**config.mk**
```make
export PLATFORM = sky130hd
export DESIGN_NAME = turn_timer
export DESIGN_NICKNAME = d
export VERILOG_FILES = /design/src/rtl/tictactoe_pkg.sv /design/src/rtl/tick_prescaler.sv /design/src/rtl/turn_timer.sv
export SDC_FILE = /design/constraint.sdc
export NUM_CORES = 1
export LEC_CHECK = 0
export CAP_MARGIN = 5
export CELL_PAD_IN_SITES_DETAIL_PLACEMENT = 1
export CELL_PAD_IN_SITES_GLOBAL_PLACEMENT = 2
export CORE_UTILIZATION = 36
export CTS_CLUSTER_DIAMETER = 150
export CTS_CLUSTER_SIZE = 10
export DETAILED_ROUTE_END_ITERATION = 8
export DONT_BUFFER_PORTS = 1
export PLACE_DENSITY = 0.72
export SLEW_MARGIN = 20
export SYNTH_ARGS = -nofsm -noshare
export SYNTH_HDL_FRONTEND = slang
export SYNTH_HIERARCHICAL = 1
export SYNTH_SLANG_ARGS = --single-unit
```
**constraint.sdc**
```tcl
create_clock -name clk -period 2.9 [get_ports clk]
set_input_delay 0.29 -clock clk [delete_from_list [all_inputs] [get_ports clk]]
set_output_delay 0.29 -clock clk [all_outputs]
set_load 0.05 [all_outputs]
```
**src/rtl/tictactoe_pkg.sv**
```systemverilog
// rtl/tictactoe_pkg.sv - shared TicTacToe types and constants
package tictactoe_pkg;

    typedef enum logic [1:0] {TT_IDLE, TT_RUN, TT_EXPIRED} turn_timer_state_t;

    typedef enum logic [1:0] {CELL_EMPTY, CELL_X, CELL_O} cell_t;

    localparam int TT_TURN_SECS = 15;

endpackage

```
**src/rtl/tick_prescaler.sv**
```systemverilog
// rtl/tick_prescaler.sv - free-running 0..CLK_HZ-1 counter producing a one-second tick
module tick_prescaler #(
    parameter int CLK_HZ = 50_000_000
) (
    input  logic clk,
    input  logic rst,
    input  logic clr,
    input  logic en,
    output logic tick
);

    localparam int            PW   = (CLK_HZ > 1) ? $clog2(CLK_HZ) : 1;
    localparam logic [PW-1:0] LAST = PW'(CLK_HZ - 1);

    logic [PW-1:0] count;

    always_ff @(posedge clk or negedge rst) begin
        if (!rst) begin
            count <= '0;
        end else if (clr) begin
            count <= '0;
        end else if (en) begin
            count <= (count == LAST) ? '0 : count + 1'b1;
        end
    end

    assign tick = en && !clr && (count == LAST);

endmodule

```
**src/rtl/turn_timer.sv**
```systemverilog
// rtl/turn_timer.sv - per-turn countdown driving Turnos.timeOut
// Optional low-time warn output enabled by TURN_TIMER_WARN_EN.
module turn_timer
    import tictactoe_pkg::*;
#(
    parameter int CLK_HZ    = 50_000_000,
    parameter int TURN_SECS = TT_TURN_SECS,
    localparam int SW       = $clog2(TURN_SECS + 1)
`ifdef TURN_TIMER_WARN_EN
    ,
    parameter int WARN_SECS = 5
`endif
) (
    input  logic          clk,
    input  logic          rst,
    input  logic          game_active,
    input  logic          colocado,
    output logic          time_out,
    output logic [SW-1:0] secs_left,
    output logic          running
`ifdef TURN_TIMER_WARN_EN
    ,
    output logic          warn
`endif
);

    localparam logic [SW-1:0] FULL = SW'(TURN_SECS);
    localparam logic [SW-1:0] ONE  = SW'(1);
`ifdef TURN_TIMER_WARN_EN
    localparam logic [SW-1:0] WARN_AT = SW'(WARN_SECS);
`endif

    turn_timer_state_t state;
    logic              tick;
    logic              pre_clr;

    // Prescaler restarts whenever the turn restarts or the timer is not counting.
    assign pre_clr = !game_active || (state != TT_RUN) || colocado;

    tick_prescaler #(.CLK_HZ(CLK_HZ)) u_prescaler (
        .clk  (clk),
        .rst  (rst),
        .clr  (pre_clr),
        .en   (state == TT_RUN),
        .tick (tick)
    );

    always_ff @(posedge clk or negedge rst) begin
        if (!rst) begin
            state     <= TT_IDLE;
            secs_left <= FULL;
            time_out  <= 1'b0;
            running   <= 1'b0;
`ifdef TURN_TIMER_WARN_EN
            warn      <= 1'b0;
`endif
        end else begin
            time_out <= 1'b0;
`ifdef TURN_TIMER_WARN_EN
            warn     <= 1'b0;
`endif
            if (!game_active) begin
                state     <= TT_IDLE;
                secs_left <= FULL;
                running   <= 1'b0;
            end else begin
                case (state)
                    TT_IDLE: begin
                        state     <= TT_RUN;
                        secs_left <= FULL;
                        running   <= 1'b1;
                    end
                    TT_RUN: begin
                        // A placement beats a coincident final tick.
                        if (colocado) begin
                            secs_left <= FULL;
                        end else if (tick) begin
                            if (secs_left > ONE) begin
                                secs_left <= secs_left - ONE;
`ifdef TURN_TIMER_WARN_EN
                                warn      <= (secs_left - ONE) <= WARN_AT;
`endif
                            end else begin
                                secs_left <= '0;
                                state     <= TT_EXPIRED;
                                time_out  <= 1'b1;
                            end
                        end else begin
`ifdef TURN_TIMER_WARN_EN
                            warn <= warn;
`endif
                        end
                    end
                    TT_EXPIRED: begin
                        state     <= TT_RUN;
                        secs_left <= FULL;
                    end
                    default: begin
                        state     <= TT_IDLE;
                        secs_left <= FULL;
                        running   <= 1'b0;
                    end
                endcase
            end
        end
    end

endmodule

```
==> results.md <==
* Total power at 1.17 mW
* CTS tree: yes
* Post-cts repair resize count at 0
* WL per Instance at 18.8 µm
* DR vias at 1920
* Pre-CTS setup slack at 0.293 ns
* Flop pwr share at between 40 and 50%
* Internal reg-to-reg setup slack at roughly 0.29 ns
* Cell variety after synth at 47
* Post-detailed-route count of antenna-violating nets at 0
* Primary FF master, synth: dfrtp_1
* Hold endpoint: secs_left[0]
* CTS Sinks at 34
* Drt first pass iters at 4
* # fillers at ~670
* Int Pwr at about 760 µW
* Synth warn at 6
* Syn avg cell area at about 9 µm²
* Worst hold path depth at 2
* Power Dens Cells at 495 nW/µm²
* Post-Syn Instances at 241
* Final Cycle Share at 90.0%
* Crit Path Max Fanout at 5
* Hold WC Path Type: in2reg
* Worst r2r src: u_prescaler/count[10]
* F_max at 383 MHz
* DR iter-0 viols at 73
* Crit path kind: reg2reg
* Worst hold slack at between 0.1 and 0.15 ns
* Clk_skew at 0.00798 ns
* Count of pins over their slew limit at 0
* RSZ-0062 raised after global routing: no
* IO Pins at 10
* Number of buffers added on ports at 0
* First-pass GRT wire length at roughly 11000 µm
* Reg2Reg Depth at 7
* Number of global-route vias before repair at 2080
* Setup ws final at 0.290 ns
* Yosys reg bits at 34
* Grt ovf at 0
* Area Overhead vs Synth at 10.6%
* Number of remaining DRC errors at 0
* Setup TNS at 0 ns
* Longest Clk Path Bufs at 2
* Total wire length at 5990 µm
* WP data arrival at 2.79 ns
* Initial Util at 37.9%
* Min Tclk post-route at 2.61 ns
* Pin count of the biggest net entering global routing at 36
* Detail Placement HPWL at 4020 µm
* Post-CTS Setup Repair Bufs at 0
* Htree depth at 2
* CP Data Required Time at between 3 and 4 ns
* Reg2reg end: state[0]
* HP Start: colocado
* Skew-Pair Late Insertion Delay at 0.29 ns
* RD Place Congestion at 0.807
* Switching share of power at 34.9%
* Final setup fails at 0
* Worst Tran Pin Value at 0.995 ns
* Reg clk slew, reported paths at around 0.070 ns
* Mapped Area at between 2000 and 2500 µm²
* Clock share of power at 32.0%
* Share of cells above drive strength 1 at 11.7%
* Vias per inst at 6.02
* Number of max-cap violations at 0
* Sequential area share after synthesis at 40.2%
* Final #Nets at between 200 and 300
* Final Core Density at 42.0%
* EDFF count, synth at 0
* Peak supply drop at 0.207 mV
* Syn Nets at 251
* Sw Pwr at 406 µW
* Cts bufs inserted at 5
* Status: finished, final reports clean
* Core footprint at between 5000 and 6000 µm²
* Die X at 78.9 µm
* Cell Rows at 27
* Slew headroom at about a third
* Chip height at 78.9 µm
* Static leakage at 0.843 nW
* Root buf cell: clkbuf_8
* CP Capture Type: flop
* FFs w/ async S/R, synth at between 90% and 100%
* Logic pwr share at roughly 23%
* CP Launch Type: flop
* Total GRT Usage at between 20% and 30%
* Endpoints failing hold at 0
* Die area at 6220 µm²
* Initial antenna violation count at 0
* Diode count at 0
-- what timing repair did --
action / in CTS / in global routing
hold buffers: 2 / 0
endpoints found under the hold margin: 34 / 0
setup endpoints to repair: 0 / 0
-- cell usage in the layout, fill, tap and decap left out, types with 3 or more instances in the layout --
master    instances
a21oi_1          14
a22oi_1           7
a31oi_1           5
and3_1            4
buf_4             9
clkbuf_8          6
dfrtp_1          30
dfstp_2           4
ha_1              6
inv_1            11
mux2i_1           5
nand2_1          30
nand2b_1          3
nand3_1           5
nand3b_1          3
nand4_1           9
nand4b_1          6
nor2_1           17
nor3_1            9
nor4_1            5
nor4b_1           3
o21ai_0          14
or3_1             3
or4_1             3
or4b_1            3
-- power by group through the flow --
stage	sequential [mW]	combinational [mW]	clock (mW)
floorplan	0.535	0.171	0
global placement	0.537	0.243	0
detailed placement	0.540	0.252	0
CTS	0.530	0.267	0.387
global route	0.532	0.297	0.407
finish	0.530	0.263	0.373
-- metal layers --
layer	share of wire, %	GRT usage (%)
met1	48	28.6
met2	48	36.3
met3	2.1	3.91
met4	1.9	7.64
met5	0	0
-- cell usage after synthesis (2+ instances only) --
library cell	count	share of area, %
a21oi_1	14	3.3
a22oi_1	7	2.5
a31oi_1	5	1.5
a32o_1	2	0.94
a32oi_1	2	0.82
and3_1	4	1.2
buf_2	3	0.71
clkbuf_1	10	1.8
dfrtp_1	30	35
dfstp_2	4	4.9
ha_1	6	3.5
inv_1	11	1.9
mux2i_1	5	2.4
nand2_1	30	5.3
nand2b_1	3	0.88
nand3_1	5	1.2
nand3_2	2	0.94
nand3b_1	3	1.1
nand4_1	9	2.6
nand4b_1	6	2.5
nor2_1	17	3.0
nor2b_1	2	0.59
nor3_1	9	2.1
nor4_1	5	1.5
nor4_4	2	2.0
nor4b_1	3	1.2
o211ai_1	2	0.71
o21ai_0	14	3.3
or3_1	3	0.88
or4_1	3	1.1
or4b_1	3	1.4
xor2_1	2	0.82
-- how the worst max path moves through the flow --
stage / start / endpoint / slack (ns) / cells past startpoint
after floorplan: u_prescaler/count[10] / state[0] / 0.15 / 8
after global placement: u_prescaler/count[10] / state[0] / 0.37 / 7
after detailed placement: u_prescaler/count[10] / state[0] / 0.29 / 7
after CTS: u_prescaler/count[10] / state[0] / 0.28 / 7
after global routing: u_prescaler/count[10] / secs_left[3] / 0.08 / 8
final: u_prescaler/count[10] / state[0] / 0.29 / 7
-- critical path, cell delays in order (launching register included) --
cell and delay, ns:
dfrtp_1 0.42, or4_4 0.58, nor4_4 0.30, nand2_1 0.17, nor3_1 0.22, or3b_1 0.39, o31a_1 0.29, mux2i_1 0.13
-- metrics by stage --
step,instances,area (µm²)
6_report,319,2350
3_5_place_dp,309,2230
5_1_grt,319,2350
4_1_cts,319,2350
3_3_place_gp,309,2230
2_1_floorplan,241,2130
-- sequential cells by signal (all words and copies together), names as in the netlist --
register           count
running                1
secs_left              4
time_out               1
u_prescaler/count     26
state                  2
-- final cells by class --
| cell class | count | area, µm² | area share [%] |
|---|---|---|---|
| inverter | 11 | 41.3 | 1.75 |
| clock inverter | 1 | 5.00 | 0.213 |
| clock buffer | 7 | 86.3 | 3.67 |
| sequential | 34 | 856 | 36.4 |
| multi-input combinational | 183 | 1180 | 50.0 |
| tap | 72 | 90.1 | 3.83 |
| timing repair buffer | 11 | 97.6 | 4.15 |
-- logic make-up (layout without fill, tap and decap cells) --
logic type	count (synthesis)	after routing	share of synthesized area, %
DFF	34	34	40.2
xor gates and xnor gates	3	3	1.24
adders and majority gates	6	6	3.53
buffers and inverters	24	30	4.41
and+or+nand+nor	114	114	31.8
muxes	5	5	2.35
AOI/OAI and AO/OA	55	55	16.5
No activity file was read; power rests on OpenSTA's default activity.
